--- src/rtl/restoring_divider.sv ---
// rtl/restoring_divider.sv - sequential restoring divider, one quotient bit per cycle
// Define SIGNED_DIV_EN for two's-complement operands with sign correction in FIX.
module restoring_divider #(
   parameter int BUS_WIDTH = 8
) (
   input  logic                 clk,
   input  logic                 rst,
   input  logic [BUS_WIDTH-1:0] inbus,
   input  logic                 beginsig,
   input  logic                 locksig,
   output logic [BUS_WIDTH-1:0] outbus,
   output logic                 endsig,
   output logic                 busy,
   output logic                 divzero
);
   localparam int CW = $clog2(BUS_WIDTH + 1);
   localparam logic [CW-1:0] ITERS = CW'(BUS_WIDTH);

   typedef enum logic [2:0] {S_IDLE, S_LOAD_M, S_ITER, S_FIX, S_OUT_Q, S_OUT_R} state_t;

   state_t               r_state;
   logic [BUS_WIDTH-1:0] r_a;
   logic [BUS_WIDTH-1:0] r_q;
   logic [BUS_WIDTH-1:0] r_m;
   logic [BUS_WIDTH-1:0] r_outbus;
   logic [CW-1:0]        r_cnt;
   logic                 r_endsig;
   logic                 r_busy;
   logic                 r_divzero;
`ifdef SIGNED_DIV_EN
   logic                 r_neg_q;
   logic                 r_neg_r;
`endif

   logic [BUS_WIDTH:0]   w_sh_a;
   logic [BUS_WIDTH:0]   w_diff;
   logic                 w_ge;
   logic [BUS_WIDTH-1:0] w_dvd_mag;
   logic [BUS_WIDTH-1:0] w_dvs_mag;
   logic [BUS_WIDTH-1:0] w_fix_q;
   logic [BUS_WIDTH-1:0] w_fix_a;

   // The trial difference spans -M..M-1, so bit BUS_WIDTH is its sign.
   assign w_sh_a = {r_a, r_q[BUS_WIDTH-1]};
   assign w_diff = w_sh_a - {1'b0, r_m};
   assign w_ge   = ~w_diff[BUS_WIDTH];

   always_comb begin
      w_dvd_mag = r_q;
      w_dvs_mag = inbus;
      w_fix_q   = r_q;
      w_fix_a   = r_a;
`ifdef SIGNED_DIV_EN
      if (r_q[BUS_WIDTH-1])   w_dvd_mag = ~r_q + 1'b1;
      if (inbus[BUS_WIDTH-1]) w_dvs_mag = ~inbus + 1'b1;
      if (r_neg_q)            w_fix_q   = ~r_q + 1'b1;
      if (r_neg_r)            w_fix_a   = ~r_a + 1'b1;
`endif
   end

   always_ff @(posedge clk) begin
      if (rst) begin
         r_state   <= S_IDLE;
         r_a       <= '0;
         r_q       <= '0;
         r_m       <= '0;
         r_cnt     <= '0;
         r_outbus  <= '0;
         r_endsig  <= 1'b0;
         r_busy    <= 1'b0;
         r_divzero <= 1'b0;
`ifdef SIGNED_DIV_EN
         r_neg_q   <= 1'b0;
         r_neg_r   <= 1'b0;
`endif
      end else if (!locksig) begin
         case (r_state)
            S_IDLE: begin
               if (beginsig) begin
                  r_q     <= inbus;
                  r_a     <= '0;
                  r_busy  <= 1'b1;
                  r_state <= S_LOAD_M;
               end
            end
            S_LOAD_M: begin
               r_cnt <= ITERS;
               if (inbus == '0) begin
                  r_m       <= '0;
                  r_q       <= '1;
                  r_a       <= r_q;
                  r_divzero <= 1'b1;
                  r_outbus  <= '1;
                  r_state   <= S_OUT_Q;
               end else begin
                  r_m     <= w_dvs_mag;
                  r_q     <= w_dvd_mag;
`ifdef SIGNED_DIV_EN
                  r_neg_q <= r_q[BUS_WIDTH-1] ^ inbus[BUS_WIDTH-1];
                  r_neg_r <= r_q[BUS_WIDTH-1];
`endif
                  r_state <= S_ITER;
               end
            end
            S_ITER: begin
               r_a   <= w_ge ? w_diff[BUS_WIDTH-1:0] : w_sh_a[BUS_WIDTH-1:0];
               r_q   <= {r_q[BUS_WIDTH-2:0], w_ge};
               r_cnt <= r_cnt - CW'(1);
               if (r_cnt == CW'(1)) r_state <= S_FIX;
            end
            S_FIX: begin
               r_q      <= w_fix_q;
               r_a      <= w_fix_a;
               r_outbus <= w_fix_q;
               r_state  <= S_OUT_Q;
            end
            S_OUT_Q: begin
               r_outbus <= r_a;
               r_endsig <= 1'b1;
               r_state  <= S_OUT_R;
            end
            S_OUT_R: begin
               r_outbus  <= '0;
               r_endsig  <= 1'b0;
               r_busy    <= 1'b0;
               r_divzero <= 1'b0;
               r_state   <= S_IDLE;
            end
            default: r_state <= S_IDLE;
         endcase
      end
   end

   assign outbus  = r_outbus;
   assign endsig  = r_endsig;
   assign busy    = r_busy;
   assign divzero = r_divzero;
endmodule

--- config.mk ---
export PLATFORM = sky130hd
export DESIGN_NAME = restoring_divider
export DESIGN_NICKNAME = d
export VERILOG_FILES = /design/src/rtl/restoring_divider.sv
export SDC_FILE = /design/constraint.sdc
export NUM_CORES = 1
export LEC_CHECK = 0
export CORE_MARGIN = 3
export CORE_UTILIZATION = 40
export DETAILED_ROUTE_END_ITERATION = 8
export PLACE_DENSITY_LB_ADDON = 0.25
export SYNTH_ARGS = -nofsm -noshare
export SYNTH_HDL_FRONTEND = slang
export SYNTH_SLANG_ARGS = --single-unit
--- constraint.sdc ---
create_clock -name clk -period 2.4 [get_ports clk]
set_input_delay 0.72 -clock clk [delete_from_list [all_inputs] [get_ports clk]]
set_output_delay 0.72 -clock clk [all_outputs]
set_load 0.005 [all_outputs]
==> summary.md <==
| Metric | Value |
|---|---|
| Syn Nets | 330 |
| Final RePlAce weighted congestion | 0.845 |
| Design area | 3110 um2 |
| Most common cell after layout, fill and taps aside | a21oi_1 |
| Area occupied by multi-input gates | 1530 um2 |
| Crit-path max FO | 6 |
| First-pass GRT wire length | 11.1 mm |
| Post-Syn Instances | 307 |
| Worst Setup Slack, final | 0.0771 ns |
| Syn_area_per_cell | 7.96 um2 |
| Count of input and output buffers | 22 |
| Hold Buf Count CTS | 0 |
| CTS tree | yes |
| Core area | 5710 um2 |
| # Post-CTS Setup Buffers | 0 |
| R2r startpoint | r_q[7] |
| Seq. cell area | 842 um2 |
| Clock Path Buffers | 2 |
| Remaining global-route overflow | 0 |
| I/O pins | 23 |
| Total negative slack | 0 ns |
| Die Width | 84.1 um |
| H-tree levels | 2 |
| Nets | 379 |
| Final setup viols | 0 |
| Filler cells | 543 |
| Die Area | 7080 um2 |
| Final Max Tran Viols | 0 |
| DP Area | 2950 um2 |
| Hold crit path type | reg -> reg |
| Worst-skew pair later-pin latency | 0.30 ns |
| Drt total wl | 6.70 mm |
| PwrDens | 595 nW/um2 |
| Seq cells post-synth | 42 |
| Initial antenna violation count | 0 |
| Gr usage total | 19.0% |
| Unrepaired setup endpoints after global routing | true |
| Critical hold path startpoint | r_m[4] |
| Vias in the first global route | 2337 |
| Clk slew on worst S/H paths | 0.09 ns |
| Main synth FF type | dfxtp_1 |
| Synth unique cells | 48 |
| Tot Pwr | 1.85 mW |
| Post-synth EDFFs | 0 |
| Final Util | 54.4% |
| Post-route insts no fill | 429 |
| Worst EP required | 2.59 ns |
| Largest net degree at the start of global routing | 32 |
| Setup WS pre-CTS | -0.215 ns |
| Antenna Cells | 0 |
| Site row count | 27 |
| Initial drt markers | 141 |
| Final Hold Vio Count | 0 |
| Setup Skew | 0.0106 ns |
| Synth async-reset ratio | 0% |
| Via Count | 2440 |
| Hold WS | 0.461 ns |
| CP endpoint kind | flip-flop |
| CTS sink count | 42 |
| CP startpoint kind | flip-flop |
| # DRC | 0 |
| Num CTS Buffers | 5 |
| Layout area overhead | 27.2% |
| Worst slew pin tran | 0.640 ns |
| Routed WL per cell | 15.6 um |
| Drt pass-1 iters | 5 |
| Worst setup path startpoint | r_q[7] |
| MaxCap Viol Count | 0 |
| Mapped Area | 2440 um2 |
| Most frequent cells in the layout | a21oi_1, dfxtp_1, buf_4, nand2_1, clkdlybuf4s50_1 |
| Placed cell count | 421 |
| Peak supply drop | 0.000351 V |
| Clock root buffer | clkbuf_8 |
| Initial Util | 42.8% |
| Final worst-path cycle share | 96.8% |
| Die height | 84.1 um |
| Rel. slew slack | 57.2% |
| Crit path DAT | 2.51 ns |
| Detail Route Antenna Nets | 0 |
| Layout cells sized above 1 | 18.2% |
| Status | completed |
| CP Class | reg -> reg |
| HPWL after DPL | 4.92 mm |
| Fmax | 431 MHz |
| Vias per cell | 5.69 |
| Static leakage power | 1.14 nW |
| Synth Warn # | 0 |
| Seq/Total Area, Yosys | 34.4% |
| Post-layout min period | 2.32 ns |
## synth_stat cells (all sizes together) (2+ instances only)
library cell / number / area (um2)
a2111oi: 2 / 36.3
a211oi: 3 / 32.5
a21o: 3 / 22.5
a21oi: 43 / 219
a31oi: 9 / 56.3
and2: 5 / 31.3
buf: 7 / 50.1
clkbuf: 10 / 37.5
dfxtp: 42 / 841
ha: 10 / 125
inv: 13 / 48.8
mux2: 2 / 22.5
nand2: 35 / 131
nand2b: 7 / 43.8
nand3: 11 / 55.1
nand3b: 2 / 15.0
nor2: 17 / 63.8
nor2b: 10 / 62.6
nor3: 4 / 25.0
nor4: 2 / 12.5
o21a: 8 / 60.1
o21ai: 25 / 125
o221ai: 8 / 70.1
o22ai: 8 / 50.1
or3: 3 / 18.8
xor2: 4 / 42.6
## metal layers
metal / wire length [um] / GRT usage (%) / vias up
li1: - / - / 1202
met4: 137 / 5.26 / 0
met2: 3090 / 30.4 / 64
met5: 0 / 0 / -
met1: 3220 / 26.3 / 1159
met3: 244 / 3.34 / 15
## critical path, stage by stage, from the launching register on
cell and delay (ns):
dfxtp_2 0.34, inv_2 0.05, ha_4 0.16, fa_2 0.37
nand2b_4 0.17, a21oi_4 0.16, a41oi_2 0.16, buf_4 0.18
xnor2_1 0.12, buf_4 0.18, mux2i_2 0.24, a21oi_1 0.08
## flip-flops by register name (all words and copies together), names as in the netlist
| signal | flops |
|---|---|
| outbus | 8 |
| r_a | 8 |
| r_m | 8 |
| r_q | 8 |
| r_cnt | 4 |
| r_state | 3 |
| busy | 1 |
| divzero | 1 |
| endsig | 1 |
## logic make-up after synthesis
family / Yosys count / synth area share [%]
AOI/OAI and AO/OA: 115 / 30.2
and+or+nand+nor: 101 / 20.4
DFF: 42 / 34.4
buffers and inverters: 30 / 5.58
adders and majority gates: 11 / 5.94
xor gates and xnor gates: 5 / 2.10
muxes: 3 / 1.33
## report_power, final
part,internal (mW),switching (mW),total [mW]
Combinational,0.273,0.313,0.586
Clock,0.231,0.251,0.483
Sequential,0.737,0.0415,0.778
## worst paths after layout
path / end / slack (ns) / cells after the start
max: r_a[5] / 0.08 / 11
min: r_m[4] / 0.46 / 2
max reg2reg: r_a[5] / 0.08 / 11
min reg2reg: r_m[4] / 0.46 / 2
## area by class of cell
cell class	count	share of cell area (%)
flip-flops and latches	42	27.1
clock inverters	2	0.403
repair buffers	59	16.1
multi-input cells	235	49.2
well taps	72	2.90
inverters	13	1.57
clock buffers	6	2.66
## timing repair
action | in CTS | in global routing
endpoints found under the setup margin | 7 | 10
resized for setup | 2 | 10
endpoints found under the hold margin | 0 | 0
gates cloned | 0 | 0
pin swaps | 3 | 6
No activity file was read; power rests on OpenSTA's default activity.
